<file path="src/rtl/multi_port_fifo.sv">
// Multi-lane circular FIFO: up to N_WR pushes and N_RD pops per cycle, with the head
// N_RD entries exposed combinationally and both pointers reloadable for recovery.
module multi_port_fifo #(
    parameter int DEPTH     = 32,
    parameter int WIDTH     = 32,
    parameter int PTR_WIDTH = 6,
    parameter int N_WR      = 2,
    parameter int N_RD      = 2,
    parameter int CNT_W     = 2,
    parameter int AFULL_THR = 28
) (
    input  logic                    clk,
    input  logic                    reset,
    input  logic [CNT_W-1:0]        w_cnt,
    input  logic [N_WR*WIDTH-1:0]   din,
    input  logic [CNT_W-1:0]        r_cnt,
    output logic [N_RD*WIDTH-1:0]   dout,
    output logic [N_RD-1:0]         dout_vld,
    output logic [PTR_WIDTH-1:0]    level,
    output logic                    full,
    output logic                    empty,
    output logic                    almost_full,
    output logic                    w_fail,
    output logic                    r_fail,
    output logic [PTR_WIDTH-1:0]    w_ptr,
    output logic [PTR_WIDTH-1:0]    r_ptr,
    input  logic                    change_w_ptr_en,
    input  logic [PTR_WIDTH-1:0]    change_w_ptr_value,
    input  logic                    change_r_ptr_en,
    input  logic [PTR_WIDTH-1:0]    change_r_ptr_value
);

    localparam int AW = $clog2(DEPTH);
    localparam logic [PTR_WIDTH-1:0] DEPTH_C = PTR_WIDTH'(DEPTH);
    localparam logic [PTR_WIDTH-1:0] AFULL_C = PTR_WIDTH'(AFULL_THR);
    localparam logic [CNT_W-1:0]     N_WR_C  = CNT_W'(N_WR);
    localparam logic [CNT_W-1:0]     N_RD_C  = CNT_W'(N_RD);

    logic [WIDTH-1:0]     mem [DEPTH];
    logic [PTR_WIDTH-1:0] free;
    logic                 w_acc;
    logic                 r_acc;
    logic [AW-1:0]        w_addr [N_WR];
    logic [AW-1:0]        r_addr [N_RD];

    // Status is derived from the registered pointers only, never from this cycle's requests.
    assign level       = w_ptr - r_ptr;
    assign free        = DEPTH_C - level;
    assign full        = (level == DEPTH_C);
    assign empty       = (level == '0);
    assign almost_full = (level >= AFULL_C);

    assign w_acc = !change_w_ptr_en && (w_cnt != '0) && (w_cnt <= N_WR_C)
                   && (PTR_WIDTH'(w_cnt) <= free);
    assign r_acc = !change_r_ptr_en && (r_cnt != '0) && (r_cnt <= N_RD_C)
                   && (PTR_WIDTH'(r_cnt) <= level);

    assign w_fail = !reset && (w_cnt != '0) && !w_acc;
    assign r_fail = !reset && (r_cnt != '0) && !r_acc;

    // Lane addresses wrap on the low AW bits, so a burst may straddle DEPTH-1 -> 0.
    always_comb begin
        for (int k = 0; k < N_WR; k++) begin
            w_addr[k] = AW'(w_ptr) + AW'(k);
        end
        for (int k = 0; k < N_RD; k++) begin
            r_addr[k] = AW'(r_ptr) + AW'(k);
        end
    end

    always_comb begin
        dout     = '0;
        dout_vld = '0;
        for (int k = 0; k < N_RD; k++) begin
            dout[k*WIDTH +: WIDTH] = mem[r_addr[k]];
            dout_vld[k]            = (level > PTR_WIDTH'(k));
        end
    end

    always_ff @(posedge clk) begin
        for (int k = 0; k < N_WR; k++) begin
            if (!reset && w_acc && (CNT_W'(k) < w_cnt)) begin
                mem[w_addr[k]] <= din[k*WIDTH +: WIDTH];
            end
        end
    end

    // A pointer load takes priority over a push/pop on that same pointer.
    always_ff @(posedge clk) begin
        if (reset) begin
            w_ptr <= '0;
            r_ptr <= '0;
        end else begin
            if (change_w_ptr_en) begin
                w_ptr <= change_w_ptr_value;
            end else if (w_acc) begin
                w_ptr <= w_ptr + PTR_WIDTH'(w_cnt);
            end
            if (change_r_ptr_en) begin
                r_ptr <= change_r_ptr_value;
            end else if (r_acc) begin
                r_ptr <= r_ptr + PTR_WIDTH'(r_cnt);
            end
        end
    end

endmodule

</file>
<file path="config.mk">
export PLATFORM = sky130hd
export DESIGN_NAME = multi_port_fifo
export DESIGN_NICKNAME = d
export VERILOG_FILES = /design/src/rtl/multi_port_fifo.sv
export SDC_FILE = /design/constraint.sdc
export NUM_CORES = 2
export LEC_CHECK = 0
export BUFFER_PORTS_ARGS = -buffer_cell sky130_fd_sc_hd__buf_4
export CORE_ASPECT_RATIO = 0.8
export CORE_UTILIZATION = 30
export DETAILED_ROUTE_END_ITERATION = 16
export PLACE_DENSITY = 0.43
export SLEW_MARGIN = 20
export SYNTH_ARGS = -nofsm -noshare
export SYNTH_HDL_FRONTEND = slang
export SYNTH_SLANG_ARGS = --single-unit
</file>
<file path="constraint.sdc">
create_clock -name clk -period 15.9 [get_ports clk]
set_input_delay 2.385 -clock clk [delete_from_list [all_inputs] [get_ports clk]]
set_output_delay 2.385 -clock clk [all_outputs]
set_load 0.02 [all_outputs]
</file>
# == Word level (Yosys, flattened, before mapping) ==
# Memories as Yosys holds them, arrays and structs flattened. A register that Yosys moved wholly into a read port is not among the register bits.
# Cells that the tools add are included.
# op_classes
addsub,6
order_cmp,9
n_eq_ne,1
mux,10
n_reduce_logical,23
# op_table
cell,count
6-bit 2-to-1 mux,4
1-bit logical AND,13
6-bit by 2-bit adder with 6-bit output,2
"6-bit by 1-bit greater-than comparator with 1-bit output, second input constant",2
2-bit by 6-bit less-or-equal comparator with 1-bit output,2
"5-bit by 1-bit adder with 5-bit output, second input constant",2
5-bit 2-to-1 mux,2
2-bit nonzero test,4
"6-bit == test, second input constant",1
"6-bit by 5-bit >= comparator with 1-bit output, second input constant",1
6-bit zero test,1
6-bit subtractor,1
"6-bit subtractor, first input constant",1
1-bit zero test,5
"2-bit less-or-equal comparator, second input constant",2
"1-bit by 2-bit less-than comparator with 1-bit output, first input constant",2
1-bit 2-to-1 mux,4
# word_totals
regBits,12
ramBits,1024
inputBits,84
wordCells,52
n_memories,1
# memory_table
name,words,width,read_ports,rd_clocked_by_memory_dff,write_ports,line,source
mem,32,32,2,1,2,39,logic [WIDTH-1:0] mem [DEPTH];

# == Longest topological paths before layout ==
# logic_depth
word_depth,8
ltp_mapped,16
ltp_nobuf,12

# == Least setup slack after synthesis ==
# No wires, ideal clock.
# synth_path
kind,input port to flip-flop
startpoint,input w_cnt[1]
endpoint,"memory mem[15][0], enable pin"
setup_time_ps,502
arrival_ps,7010
required_time_ps,15398
setup_slack_ps,8388
cell_stages,8
path_cell_list,ha_1 -> nor2b_1 -> o21ai_0 -> a31oi_2 -> a211o_1 -> or2_2 -> buf_2 -> nor4_1
# synth_rtl
element,line,source
"start, declared",14,"input logic [CNT_W-1:0] w_cnt,"
"end, declared",39,

# == Final worst setup path ==
# layout_path
startpoint,register r_ptr[0]
endpoint,output dout[46]
# layout_between
elab_chain_cells,2
# layout_rtl
element,line,source
"start, declared",26,"output logic [PTR_WIDTH-1:0] r_ptr,"
"start signal, assigned",100,r_ptr <= change_r_ptr_value;
"start signal, assigned",102,r_ptr <= r_ptr + PTR_WIDTH'(r_cnt);
5-bit by 1-bit adder with 5-bit output,67,r_addr[k] = AW'(r_ptr) + AW'(k);
memory read 32 x 32 bit,n/a,
"end, declared",17,"output logic [N_RD*WIDTH-1:0] dout,"
# Every way passes these cells.

==> flow_summary.ini <==
[status]
status = completed

[grt]
grt_pass1_vias = 37400
grt_max_degree = 124
overflow = 0
antenna_found_initial = 11
grt_pass1_wl_mm = 337
grt_use_total_pct = 23.4

[floorplan]
fp.dieH_um = 409
coreArea_mm2 = 0.204
dieArea_mm2 = 0.209
fp.dieW_um = 511
initial_utilization_pct = 30.4
io_pins = 173
row_count = 148

[logic_synthesis]
syn-num-nets = 3603
ys_async_sr_fraction_pct = 0
yosysTopAreaCellShare_pct = 49.5
synthFlopType = edfxtp_1
synthTopCellsByArea = edfxtp_1 (50%), mux4_2 (23%), mux2_2 (18%), clkbuf_1 (1.9%), mux2_1 (1.2%)
synth.yosys.seq_area_share_pct = 50.1
ys_seq_elements = 1041
yosysWarnings = 0
post_synth_inst_count = 3500
synth.avg_cell_area_um2 = 17.7
synth.distinct_cells = 60
synth_edf_count = 1024
yosysTopAreaCell = edfxtp_1
netlist_area_mm2 = 0.0621

[route]
drc_errors = 0
vias = 36900
via_per_inst = 5.91
drtIter0Drc = 4258
postRouteAntennaNets = 0
routed_wl_mm = 248
post_drt_wl_per_cell_um = 39.7
first_pass_iters = 5

[setup_path]
worstSetupStartpointType = flop
timing.rr.start = r_ptr[0]
crit_path_end_kind = output port
setup.worst_path.start = r_ptr[0]
crit_end = dout[46]
cp.arrival_ns = 5.75
r2r_slack_ns = 9.71
crit_fanout = 38
r2r_end = mem[13][16]
critical_path_class = flop to output port
required_ns = 13.52
ff2ff_path_depth = 14

[clock_tree]
cts_tree = done
clockBufferDepth = 3
postCtsResizedCells = 0
cts_buffers = 119
h-tree-depth = 3
ctsRootBufferMaster = clkbuf_16
cts_hold_buf = 0
cts_setup_buffers = 0
clock_sinks = 1041
clock_latency_ns = 0.79
clkSlewWorstSetupHoldPaths_ns = 0.06

[worst_hold_path]
whs_path_depth = 2
hold_path.class = flop to flop
hold_start = w_ptr[5]

[layout]
final_cells = 6239
nets = 3546
mostFrequentLayoutCell = edfxtp_1
layout_common_cells = edfxtp_1 (1,024), mux2_2 (983), mux4_2 (640)
final_util_pct = 34.1
area_growth_pct = 12.1
drive_gt1_share_pct = 62.0

[place]
portBuffers = 172
place_congestion = 0.752
placedCellCount = 6021
hpwl_mm = 128

[sta]
slew_headroom_pct = 20.8
final_hold_viol_count = 0
min_period_over_period_pct = 51.2
worstMarginPinSlew_ns = 1.19
skew_ns = 0.0478
drv_slew = 0
setup_viol_count_final = 0
finalCriticalPeriod_ns = 8.14
grt_setup_unrepaired = false
max_freq_mhz = 123
finalSetupTns_ns = 0

[pwr]
power_leakage_nw = 21.7
p_total_mw = 7.12
p_per_area_mw_per_mm2 = 102
ir_drop_v = 0.0000909

[flow_run]
drv_cap = 0
worst max-delay path: stages (launching register included):
cell and delay, ns:
dfxtp_4 0.82, buf_4 0.80, buf_4 0.83, buf_4 0.78, mux4_2 0.60, mux4_2 0.53
mux2_2 0.31, buf_4 0.16
cell type report:
type	count	area (µm²)
fillers	19500	135000
flip-flops and latches	1041	31100
repair buffers	284	2230
inverters	25	93.8
clock inverters	72	656
clock buffers	144	3110
diodes	1	2.50
multi-input cells	1972	29000
well taps	2700	3380
cells in the mapped netlist, drive strengths merged, types with 2 or more instances:
library cell and instances:
nand3 24, o21ai 9, ha 16, a21oi 14
mux4 640, xnor2 9, a31oi 3, nor2b 4
or2 3, o31ai 3, a311oi 4, clkinv 2
nand2 19, and2 5, or3 3, nand4 12
dfxtp 17, nand2b 2, and3 4, xor2 4
nor2 47, clkbuf 309, a221oi 2, buf 153
inv 23, mux2 1088, nor3 16, or4 5
fa 3, a211oi 5, a22oi 10, edfxtp 1024
and4 6
power breakdown:
| part | internal [mW] | switching [mW] |
|---|---|---|
| clock network | 1.56 | 1.23 |
| registers | 3.03 | 0.0360 |
| logic | 0.602 | 0.659 |
| total | 5.20 | 1.93 |
sequential cells by signal, indices dropped and copies added, names as in the netlist, named ones only:
register / flops
mem: 1024
w_ptr: 6
r_ptr: 6
layer usage:
metal	wire, µm	up-vias	GRT usage (%)
li1	-	14500	-
met1	114000	20700	34.1
met5	27	-	0
met2	115000	1432	36.8
met4	5310	4	4.90
met3	14300	289	3.64
per-stage QoR:
step | hold WS, ns | area (µm²) | setup WS [ns]
2_1_floorplan | 0.598 | 62100 | 8.39
3_3_place_gp | 0.567 | 65700 | 8.37
3_5_place_dp | 0.578 | 65800 | 8.36
4_1_cts | 0.589 | 69600 | 7.52
5_1_grt | 0.603 | 69600 | 7.32
6_report | 0.572 | 69600 | 7.76
how the worst min path moves through the flow:
stage,endpoint
final,w_ptr[5]
after global placement,w_ptr[5]
after CTS,w_ptr[5]
after floorplan,w_ptr[5]
after detailed placement,w_ptr[5]
after global routing,w_ptr[5]
logic make-up after synthesis:
family	share of synthesized area, %
muxes	43.2
DFF	50.1
adders and majority gates	0.419
and+or+nand+nor	1.55
xor gates and xnor gates	0.220
AOI/OAI and AO/OA	0.679
buffers and inverters	3.88
Note: power is estimated with default switching activity, not from simulation.
